### config.mk
export PLATFORM = sky130hd
export DESIGN_NAME = logic_unit_pipe_flat
export DESIGN_NICKNAME = d
export VERILOG_FILES = /design/src/rtl/logic_unit_pkg.sv /design/src/rtl/logic_unit_pipe_if.sv /design/src/rtl/logic_op_slice.sv /design/src/rtl/logic_unit_pipe.sv /design/src/flat_wrapper.sv
export SDC_FILE = /design/constraint.sdc
export NUM_CORES = 1
export LEC_CHECK = 0
export CAP_MARGIN = 20
export CORE_MARGIN = 2
export CORE_UTILIZATION = 55
export CTS_BUF_LIST = sky130_fd_sc_hd__clkbuf_16
export CTS_CLUSTER_DIAMETER = 200
export DETAILED_ROUTE_END_ITERATION = 16
export DONT_BUFFER_PORTS = 1
export PLACE_DENSITY = 0.72
export SYNTH_ARGS = -nofsm -noshare
export SYNTH_HDL_FRONTEND = slang
export SYNTH_SLANG_ARGS = --single-unit
### constraint.sdc
create_clock -name clk -period 4.65 [get_ports clk]
set_clock_uncertainty 0.05 [all_clocks]
set_input_delay 0.93 -clock clk [delete_from_list [all_inputs] [get_ports clk]]
set_output_delay 0.93 -clock clk [all_outputs]
set_load 0.01 [all_outputs]
### src/rtl/logic_unit_pkg.sv
// -----------------------------------------------------------------------------
// logic_unit_pkg
// Shared definitions for the pipelined split logic unit: opcode width, the
// opcode enumeration and the power-on default opcodes that reproduce the
// legacy split OR (high field) / AND (low field) behaviour.
// -----------------------------------------------------------------------------
package logic_unit_pkg;

  localparam int OP_W = 3;

  typedef enum logic [OP_W-1:0] {
    OP_AND    = 3'd0,
    OP_OR     = 3'd1,
    OP_XOR    = 3'd2,
    OP_NAND   = 3'd3,
    OP_NOR    = 3'd4,
    OP_XNOR   = 3'd5,
    OP_PASS_A = 3'd6,
    OP_NOT_A  = 3'd7
  } op_e;

  localparam op_e DEF_OP_HI = OP_OR;
  localparam op_e DEF_OP_LO = OP_AND;

endpackage : logic_unit_pkg

### src/rtl/logic_unit_pipe_if.sv
// -----------------------------------------------------------------------------
// logic_unit_pipe_if
// Bundles the operand-side and result-side handshakes of logic_unit_pipe.
//   master : operand source / result consumer (drives in_valid, a, b, op_hi,
//            op_lo, out_ready)
//   slave  : the logic unit itself (drives in_ready, out_valid, res, res_zero
//            and, when LOGIC_UNIT_POPCOUNT_EN is defined, res_popcnt)
// Optional feature macro: LOGIC_UNIT_POPCOUNT_EN adds res_popcnt.
// -----------------------------------------------------------------------------
interface logic_unit_pipe_if
  import logic_unit_pkg::*;
#(
  parameter int WIDTH = 16
);

  localparam int CNT_W = $clog2(WIDTH + 1);

  logic             in_valid;
  logic             in_ready;
  logic [WIDTH-1:0] a;
  logic [WIDTH-1:0] b;
  logic [OP_W-1:0]  op_hi;
  logic [OP_W-1:0]  op_lo;
  logic             out_valid;
  logic             out_ready;
  logic [WIDTH-1:0] res;
  logic             res_zero;
`ifdef LOGIC_UNIT_POPCOUNT_EN
  logic [CNT_W-1:0] res_popcnt;
`endif

`ifdef LOGIC_UNIT_POPCOUNT_EN
  modport master (
    output in_valid, a, b, op_hi, op_lo, out_ready,
    input  in_ready, out_valid, res, res_zero, res_popcnt
  );
  modport slave (
    input  in_valid, a, b, op_hi, op_lo, out_ready,
    output in_ready, out_valid, res, res_zero, res_popcnt
  );
`else
  modport master (
    output in_valid, a, b, op_hi, op_lo, out_ready,
    input  in_ready, out_valid, res, res_zero
  );
  modport slave (
    input  in_valid, a, b, op_hi, op_lo, out_ready,
    output in_ready, out_valid, res, res_zero
  );
`endif

endinterface : logic_unit_pipe_if

### src/rtl/logic_op_slice.sv
// -----------------------------------------------------------------------------
// logic_op_slice
// Purely combinational W-bit bitwise operator.
//   a_i  [W-1:0] operand A field
//   b_i  [W-1:0] operand B field
//   op_i op_e    operation select
//   y_o  [W-1:0] result field
// -----------------------------------------------------------------------------
module logic_op_slice
  import logic_unit_pkg::*;
#(
  parameter int W = 8
) (
  input  logic [W-1:0] a_i,
  input  logic [W-1:0] b_i,
  input  op_e          op_i,
  output logic [W-1:0] y_o
);

  // Bitwise operator select; every op is per-bit so no carry ever leaves the field.
  always_comb begin
    y_o = {W{1'b0}};
    case (op_i)
      OP_AND:    y_o = a_i & b_i;
      OP_OR:     y_o = a_i | b_i;
      OP_XOR:    y_o = a_i ^ b_i;
      OP_NAND:   y_o = ~(a_i & b_i);
      OP_NOR:    y_o = ~(a_i | b_i);
      OP_XNOR:   y_o = ~(a_i ^ b_i);
      OP_PASS_A: y_o = a_i;
      OP_NOT_A:  y_o = ~a_i;
      default:   y_o = {W{1'b0}};
    endcase
  end

endmodule : logic_op_slice

### src/rtl/logic_unit_pipe.sv
// -----------------------------------------------------------------------------
// logic_unit_pipe
// Two-stage pipelined split logic unit. The operand word is split into a high
// field res[WIDTH-1:LO_W] and a low field res[LO_W-1:0]; each field applies its
// own opcode, sampled together with the operands on an accepted beat.
//   clk  : rising-edge clock
//   rst  : asynchronous active-high reset (clears all in-flight beats)
//   bus  : logic_unit_pipe_if.slave
//          in_valid/in_ready, a, b, op_hi, op_lo  -> operand beat
//          out_valid/out_ready, res, res_zero     -> result beat
//          res_popcnt (only with LOGIC_UNIT_POPCOUNT_EN) -> number of 1s in res
// Stage 1 captures the beat, stage 2 computes and registers the result, so a
// result appears two cycles after acceptance and one beat per cycle flows.
// Optional feature macro: LOGIC_UNIT_POPCOUNT_EN.
// -----------------------------------------------------------------------------
module logic_unit_pipe
  import logic_unit_pkg::*;
#(
  parameter int WIDTH = 16,
  parameter int LO_W  = WIDTH / 2
) (
  input logic               clk,
  input logic               rst,
  logic_unit_pipe_if.slave  bus
);

  localparam int HI_W  = WIDTH - LO_W;
  localparam int CNT_W = $clog2(WIDTH + 1);

`ifdef LOGIC_UNIT_POPCOUNT_EN
  function automatic logic [CNT_W-1:0] popcount(input logic [WIDTH-1:0] v);
    logic [CNT_W-1:0] n;
    n = {CNT_W{1'b0}};
    for (int i = 0; i < WIDTH; i++) begin
      n = n + CNT_W'(v[i]);
    end
    return n;
  endfunction
`endif

  // Handshake control
  logic adv1_s;
  logic adv2_s;
  logic accept_s;

  // Stage 1 registers
  logic             s1_valid_q, s1_valid_d;
  logic [WIDTH-1:0] a_q, a_d;
  logic [WIDTH-1:0] b_q, b_d;
  op_e              op_hi_q, op_hi_d;
  op_e              op_lo_q, op_lo_d;

  // Stage 2 registers
  logic             s2_valid_q, s2_valid_d;
  logic [WIDTH-1:0] res_q, res_d;
  logic             res_zero_q, res_zero_d;
`ifdef LOGIC_UNIT_POPCOUNT_EN
  logic [CNT_W-1:0] popcnt_q, popcnt_d;
`endif

  // Combinational result of the stage-1 contents
  logic [HI_W-1:0]  hi_y_s;
  logic [LO_W-1:0]  lo_y_s;
  logic [WIDTH-1:0] res_s;

  // Ready chain depends only on registered valids and out_ready, never on in_valid.
  assign adv2_s   = !s2_valid_q || bus.out_ready;
  assign adv1_s   = !s1_valid_q || adv2_s;
  assign accept_s = bus.in_valid && adv1_s;

  logic_op_slice #(.W(HI_W)) u_hi_slice (
    .a_i  (a_q[WIDTH-1:LO_W]),
    .b_i  (b_q[WIDTH-1:LO_W]),
    .op_i (op_hi_q),
    .y_o  (hi_y_s)
  );

  logic_op_slice #(.W(LO_W)) u_lo_slice (
    .a_i  (a_q[LO_W-1:0]),
    .b_i  (b_q[LO_W-1:0]),
    .op_i (op_lo_q),
    .y_o  (lo_y_s)
  );

  assign res_s = {hi_y_s, lo_y_s};

  // Stage 1 next state: refill when stage 1 advances, load payload only on a real accept.
  always_comb begin
    s1_valid_d = s1_valid_q;
    a_d        = a_q;
    b_d        = b_q;
    op_hi_d    = op_hi_q;
    op_lo_d    = op_lo_q;
    if (adv1_s) begin
      s1_valid_d = bus.in_valid;
    end else begin
      s1_valid_d = s1_valid_q;
    end
    if (accept_s) begin
      a_d     = bus.a;
      b_d     = bus.b;
      op_hi_d = op_e'(bus.op_hi);
      op_lo_d = op_e'(bus.op_lo);
    end else begin
      a_d     = a_q;
      b_d     = b_q;
      op_hi_d = op_hi_q;
      op_lo_d = op_lo_q;
    end
  end

  // Stage 2 next state: result fields only change when a valid stage-1 beat moves in.
  always_comb begin
    s2_valid_d = s2_valid_q;
    res_d      = res_q;
    res_zero_d = res_zero_q;
`ifdef LOGIC_UNIT_POPCOUNT_EN
    popcnt_d   = popcnt_q;
`endif
    if (adv2_s) begin
      s2_valid_d = s1_valid_q;
    end else begin
      s2_valid_d = s2_valid_q;
    end
    if (adv2_s && s1_valid_q) begin
      res_d      = res_s;
      res_zero_d = (res_s == {WIDTH{1'b0}});
`ifdef LOGIC_UNIT_POPCOUNT_EN
      popcnt_d   = popcount(res_s);
`endif
    end else begin
      res_d      = res_q;
      res_zero_d = res_zero_q;
`ifdef LOGIC_UNIT_POPCOUNT_EN
      popcnt_d   = popcnt_q;
`endif
    end
  end

  // Pipeline state registers with asynchronous reset.
  always_ff @(posedge clk or posedge rst) begin
    if (rst) begin
      s1_valid_q <= 1'b0;
      a_q        <= {WIDTH{1'b0}};
      b_q        <= {WIDTH{1'b0}};
      op_hi_q    <= DEF_OP_HI;
      op_lo_q    <= DEF_OP_LO;
      s2_valid_q <= 1'b0;
      res_q      <= {WIDTH{1'b0}};
      res_zero_q <= 1'b1;
`ifdef LOGIC_UNIT_POPCOUNT_EN
      popcnt_q   <= {CNT_W{1'b0}};
`endif
    end else begin
      s1_valid_q <= s1_valid_d;
      a_q        <= a_d;
      b_q        <= b_d;
      op_hi_q    <= op_hi_d;
      op_lo_q    <= op_lo_d;
      s2_valid_q <= s2_valid_d;
      res_q      <= res_d;
      res_zero_q <= res_zero_d;
`ifdef LOGIC_UNIT_POPCOUNT_EN
      popcnt_q   <= popcnt_d;
`endif
    end
  end

  assign bus.in_ready   = adv1_s;
  assign bus.out_valid  = s2_valid_q;
  assign bus.res        = res_q;
  assign bus.res_zero   = res_zero_q;
`ifdef LOGIC_UNIT_POPCOUNT_EN
  assign bus.res_popcnt = popcnt_q;
`endif

endmodule : logic_unit_pipe

### src/flat_wrapper.sv
// flat-port wrapper written by rule: the top's interface ports become plain ports
module logic_unit_pipe_flat import logic_unit_pkg::*;
#(
  parameter int WIDTH = 16,
  parameter int LO_W  = WIDTH / 2
)
  (clk, rst, bus_in_valid, bus_a, bus_b, bus_op_hi, bus_op_lo, bus_out_ready, bus_in_ready, bus_out_valid, bus_res, bus_res_zero);
  logic_unit_pipe_if #(.WIDTH(WIDTH)) bus_i ();
  input logic clk;
  input logic rst;
  input wire logic [$bits(bus_i.in_valid)-1:0] bus_in_valid;
  input wire logic [$bits(bus_i.a)-1:0] bus_a;
  input wire logic [$bits(bus_i.b)-1:0] bus_b;
  input wire logic [$bits(bus_i.op_hi)-1:0] bus_op_hi;
  input wire logic [$bits(bus_i.op_lo)-1:0] bus_op_lo;
  input wire logic [$bits(bus_i.out_ready)-1:0] bus_out_ready;
  output wire logic [$bits(bus_i.in_ready)-1:0] bus_in_ready;
  output wire logic [$bits(bus_i.out_valid)-1:0] bus_out_valid;
  output wire logic [$bits(bus_i.res)-1:0] bus_res;
  output wire logic [$bits(bus_i.res_zero)-1:0] bus_res_zero;
  assign bus_i.in_valid = bus_in_valid;
  assign bus_i.a = bus_a;
  assign bus_i.b = bus_b;
  assign bus_i.op_hi = bus_op_hi;
  assign bus_i.op_lo = bus_op_lo;
  assign bus_i.out_ready = bus_out_ready;
  assign bus_in_ready = bus_i.in_ready;
  assign bus_out_valid = bus_i.out_valid;
  assign bus_res = bus_i.res;
  assign bus_res_zero = bus_i.res_zero;
  logic_unit_pipe #(.WIDTH(WIDTH), .LO_W(LO_W)) u_core (.clk(clk), .rst(rst), .bus(bus_i));
endmodule
**Word level (Yosys, flattened, before mapping)**

Index checks and enable logic that the tools add are counted.

- Register bits after elaboration: 57
- Logic and storage cells: 47
- Input bits: 42
- Output and inout port bits: 19

- Bitwise operators: 14
- Equality and inequality tests: 14
- Reduce and logical (&&, ||, !) cells: 9
- Multiplexer cells: 2

Operators with widths:

| kind | number |
|---|---|
| $pmux W8 S8 | 2 |
| $not A8 Y8 | 8 |
| $eq A3 B3 Y1 const B | 8 |
| $and A8 B8 Y8 | 2 |
| $logic_not A16 Y1 | 1 |
| $or A8 B8 Y8 | 2 |
| $xor A8 B8 Y8 | 2 |
| $eq A3 B2 Y1 const B | 4 |
| $eq A3 B1 Y1 const B | 2 |
| $logic_not A3 Y1 | 2 |
| $logic_and A1 B1 Y1 | 2 |
| $logic_not A1 Y1 | 2 |
| $logic_or A1 B1 Y1 | 2 |

**Depth between registers and ports, before layout**

- Word-level depth: 4
- Gate-level depth with buffers: 9
- Gate-level depth less buffers: 8

**By module**

From an unflattened synthesis, not the netlist that was laid out.

- Cells, all modules: 355
- Area, all modules: 4035.1 µm²

By module, submodules not included:

| module | area an instance (µm²) | cells an instance | times used | sequential area each (µm²) |
|---|---|---|---|---|
| logic_unit_pipe | 2296.0 | 130 | 1 | 1428.9 |
| logic_op_slice at u_core.u_hi_slice | 882.1 | 116 | 1 | 0.0 |
| logic_op_slice at u_core.u_lo_slice | 857.1 | 109 | 1 | 0.0 |

**Worst setup path before layout**

No wires, ideal clock.

- Path kind: input to register
- Start point: input port bus_out_ready
- End point: register u_core.a_q[10]
- Required time: 4.475 ns
- Data arrival time: 2.329 ns
- Cell stages on the path: 5
- Path slack: 2.147 ns
- Buffers on the path: 2
- Library setup time: 0.125 ns
- Cell sequence: nand3b_1 > nand2_1 > clkbuf_1 > buf_1 > mux2_2

- Longest elaborated chain between the ends: 3

RTL lines:

| what | RTL line | RTL |
|---|---|---|
| from (decl) | flat_wrapper.sv:16 | `input wire logic [$bits(bus_i.out_ready)-1:0] bus_out_ready;` |
| $logic_or A1 B1 Y1 | logic_unit_pipe.sv:67 | `assign adv2_s = !s2_valid_q \|\| bus.out_ready;` |
| $logic_or A1 B1 Y1 | logic_unit_pipe.sv:68 | `assign adv1_s = !s1_valid_q \|\| adv2_s;` |
| $logic_and A1 B1 Y1 | logic_unit_pipe.sv:69 | `assign accept_s = bus.in_valid && adv1_s;` |
| to (signal assigned) | logic_unit_pipe.sv:144 | `a_q <= {WIDTH{1'b0}};` |
| to (decl) | logic_unit_pipe.sv:48 | `logic [WIDTH-1:0] a_q, a_d;` |

No other way between the ends.
A chain may end at the register's enable or synchronous reset.

**Worst setup path in the final report**

- Start point: register u_core.op_hi_q[0]
- End point: register u_core.res_zero_q (netlist: u_core.bus.res_zero)

- Longest elaborated chain between the ends: 3
- Elaborated cells on any way between the ends: 10
- Those cells by class: eq/ne (7); mux (1); reduce/logical (2)

RTL lines:

| what | RTL line | RTL |
|---|---|---|
| from (decl) | logic_unit_pipe.sv:50 | `op_e op_hi_q, op_hi_d;` |
| from (signal assigned) | logic_unit_pipe.sv:158 | `op_hi_q <= op_hi_d;` |
| $eq A3 B3 Y1, or another cell as far along | logic_op_slice.sv:23 | `case (op_i)` |
| $pmux W8 S8 (*) | logic_op_slice.sv:23 |  |
| $logic_not A16 Y1 (*) | logic_unit_pipe.sv:127 | `res_zero_d = (res_s == {WIDTH{1'b0}});` |
| to (signal assigned) | logic_unit_pipe.sv:162 | `res_zero_q <= res_zero_d;` |
| to (decl) | logic_unit_pipe.sv:56 | `logic res_zero_q, res_zero_d;` |

Every way passes the cells marked *; elsewhere a longest branch is shown, timed or not.

==> impl_results.md <==
- Outcome: complete, no violations
- Vias in the first global route: 2696
- Post-synth EDFFs: 0
- Synth Flop Type: dfrtp_1
- Post-synthesis sequential area ratio: 0.358
- Slew headroom: 0.461
- Mapped Area: 3990 µm²
- Leak Pwr: 1.94 nW
- Crit Path Class: register to register
- IO Pins: 61
- DRC: 0
- Buffers added on ports: 0
- Final setup viols: 0
- Setup Fix Bufs, Post-CTS: 0
- Largest net degree at the start of global routing: 58
- Switch Pwr: 0.669 mW
- Synthesized Nets: just under 500
- Synth Register Bits: 57
- Tcrit/Tclk final: 0.602
- Detailed-route via count: 2801
- Netlist cell types: 63
- Initial DRC count: ~110
- Clk pwr share: 0.338
- Layout cells sized above 1: 0.198
- Max Fclk: around 360 MHz
- Clock Latency Late Sink: ~0.32 ns
- Layout area overhead: 7.84%
- Most frequent cells in the layout: 55 x dfrtp_1, 45 x mux2_2, 41 x inv_1
- Final instance area: 4300 µm²
- Initial Utilization: 0.559
- Routability cong.: 0.807
- Clock Sink Count: 57
- Hold WC Path Type: register to register
- Max-Cap Viols: 0
- Internal power: about 1.3 mW
- Max Root-Sink Buffers: 2
- Synth Warn #: 0
- CTS H-Tree Depth: 3
- First-pass GRT wire length: 13.1 mm
- Detail Route Antenna Nets: 0
- CTS-repair resized insts: 0
- Worst reg-to-reg setup slack: 1.85 ns
- Die Ht: between 80 and 90 µm
- Crit start category: register
- Overflow after GRT: 0
- Post-DP HPWL: 5.72 mm
- Hold Vio Cnt, Final: 0
- Crit end category: register
- Cell Area, Placed: between 3000 and 4000 µm²
- Crit path max fanout: 37
- CTS root buffer: clkbuf_16
- Num rows: 31
- Sw Share: 0.332
- Logic pwr share: 0.277
- Syn avg cell area: 9.76 µm²
- Antenna diodes: 0
- Hold buffers post-CTS: 0
- WP data arrival: roughly 3.0 ns
- Worst EP required: 4.84 ns
- Vias per cell: 5.57
- DRT Pass-1 Iters: 4
- Total GRT Usage: 0.215
- Unrepaired setup endpoints after global routing: no
- Post-layout min period: 2.80 ns
- Core area: 7140 µm²
- Fin util: 0.603
- Post-synthesis cell count: approximately 410
- Die Footprint: 7950 µm²
- Async S/R FF share, synth: 1.00
- Seq pwr share: 0.384
- CTS clk-pin slew, worst paths: 0.05 ns
- Detailed Route WL: 8.08 mm
- Max-slew violations: 0
- Peak VDD IR: 0.241 mV
- Setup TNS: 0 ns
- Die Wd: 89.2 µm
- Initial antenna violation count: 0
- Most common cell after layout, fill and taps aside: dfrtp_1
- CTS tree: built
- TritonCTS Buffers: 9
- NumNets Final: between 400 and 500
- Drt wl/cell: 16.1 µm
- Tightest Pin Transition: 0.807 ns
- Cell Pwr Density: 468 nW/µm²
==> final timing paths <==
kind / endpoint / from / cells past startpoint
worst max-delay path: u_core.bus.res_zero / u_core.op_hi_q[0] / 6
worst min-delay path: u_core.bus.out_valid / u_core.s1_valid_q / 1
worst max register to register: u_core.bus.res_zero / u_core.op_hi_q[0] / 6
worst min register to register: u_core.bus.out_valid / u_core.s1_valid_q / 1
max in group asynchronous: u_core.a_q[6] / rst / 2
min in group asynchronous: u_core.a_q[8] / rst / 2
==> layout make-up <==
| type | instances | area (µm²) |
|---|---|---|
| timing repair buffer | 3 | 22.5 |
| clock inverter | 7 | 78.8 |
| sequential | 57 | 1430 |
| fill | 626 | 2830 |
| clock buffer | 9 | 225 |
| tap | 99 | 124 |
| inverter | 41 | 156 |
| multi-input combinational | 287 | 2270 |
==> synth_stat cells (4+ instances only) <==
cell	count	area (µm²)
clkbuf_1	4	15.0
xnor2_1	6	52.6
mux2i_1	5	50.1
ha_1	32	400
o21ai_0	21	105
nand2_1	33	124
xor2_1	7	61.3
a2bb2oi_1	4	35.0
nor2b_1	5	31.3
nor2_1	16	60.1
a31oi_1	6	37.5
mux2_2	45	507
buf_2	14	70.1
dfrtp_1	55	1380
and2_1	4	25.0
a211oi_1	5	37.5
a21oi_1	20	100
nand3_1	5	25.0
o211ai_1	6	45.0
nand2b_1	17	106
inv_1	39	146
==> power groups by stage <==
| stage | Clock, mW | Combinational (mW) | Sequential (mW) |
|---|---|---|---|
| after CTS | 0.686 | 0.558 | 0.775 |
| final | 0.681 | 0.559 | 0.774 |
| after floorplan | 0 | 0.508 | 0.703 |
| after global placement | 0 | 0.531 | 0.776 |
| after global routing | 0.714 | 0.629 | 0.796 |
| after detailed placement | 0 | 0.550 | 0.783 |
==> per-layer routing <==
| metal | share of wire | wire (µm) | global-route usage |
|---|---|---|---|
| met4 | 0.029 | 233 | 0.103 |
| met5 | 0 | 0 | 0 |
| met1 | 0.48 | 3900 | 0.310 |
| met2 | 0.42 | 3380 | 0.292 |
| met3 | 0.070 | 562 | 0.0665 |
==> through the flow <==
step | setup WS (ns) | power, mW | cells | hold slack (ns)
after floorplan | 2.15 | 1.21 | 409 | 0.421
after global placement | 1.88 | 1.31 | 487 | 0.438
after detailed placement | 1.78 | 1.33 | 487 | 0.448
after CTS | 1.85 | 2.02 | 503 | 0.450
after global routing | 1.70 | 2.14 | 503 | 0.485
final | 1.85 | 2.01 | 503 | 0.453
==> registers in the layout (all words and copies together), names as in the netlist <==
name and flops:
u_core.op_lo_q 3, u_core.b_q 16, u_core.bus.out_valid 1, u_core.op_hi_q 3, u_core.a_q 16, u_core.bus.res 16, u_core.s1_valid_q 1, u_core.bus.res_zero 1
==> worst max-delay path: stages, from the launching register on <==
cell and delay, ns:
dfstp_2 0.95, inv_4 0.22, nand2_1 0.10, o21ai_0 0.10
mux4_2 0.49, or4_1 0.55, o31ai_2 0.25
==> logic make-up (layout without fill, tap and decap cells) <==
group | after synthesis | in the layout | share of synthesized area
xor+xnor | 13 | 13 | 0.0285
flops | 57 | 57 | 0.358
compound gates | 89 | 89 | 0.151
fa+ha+maj | 32 | 32 | 0.100
mux | 54 | 54 | 0.159
simple gates | 99 | 99 | 0.129
buf+inv | 65 | 60 | 0.0737
Power figures use the tool's default switching activity.
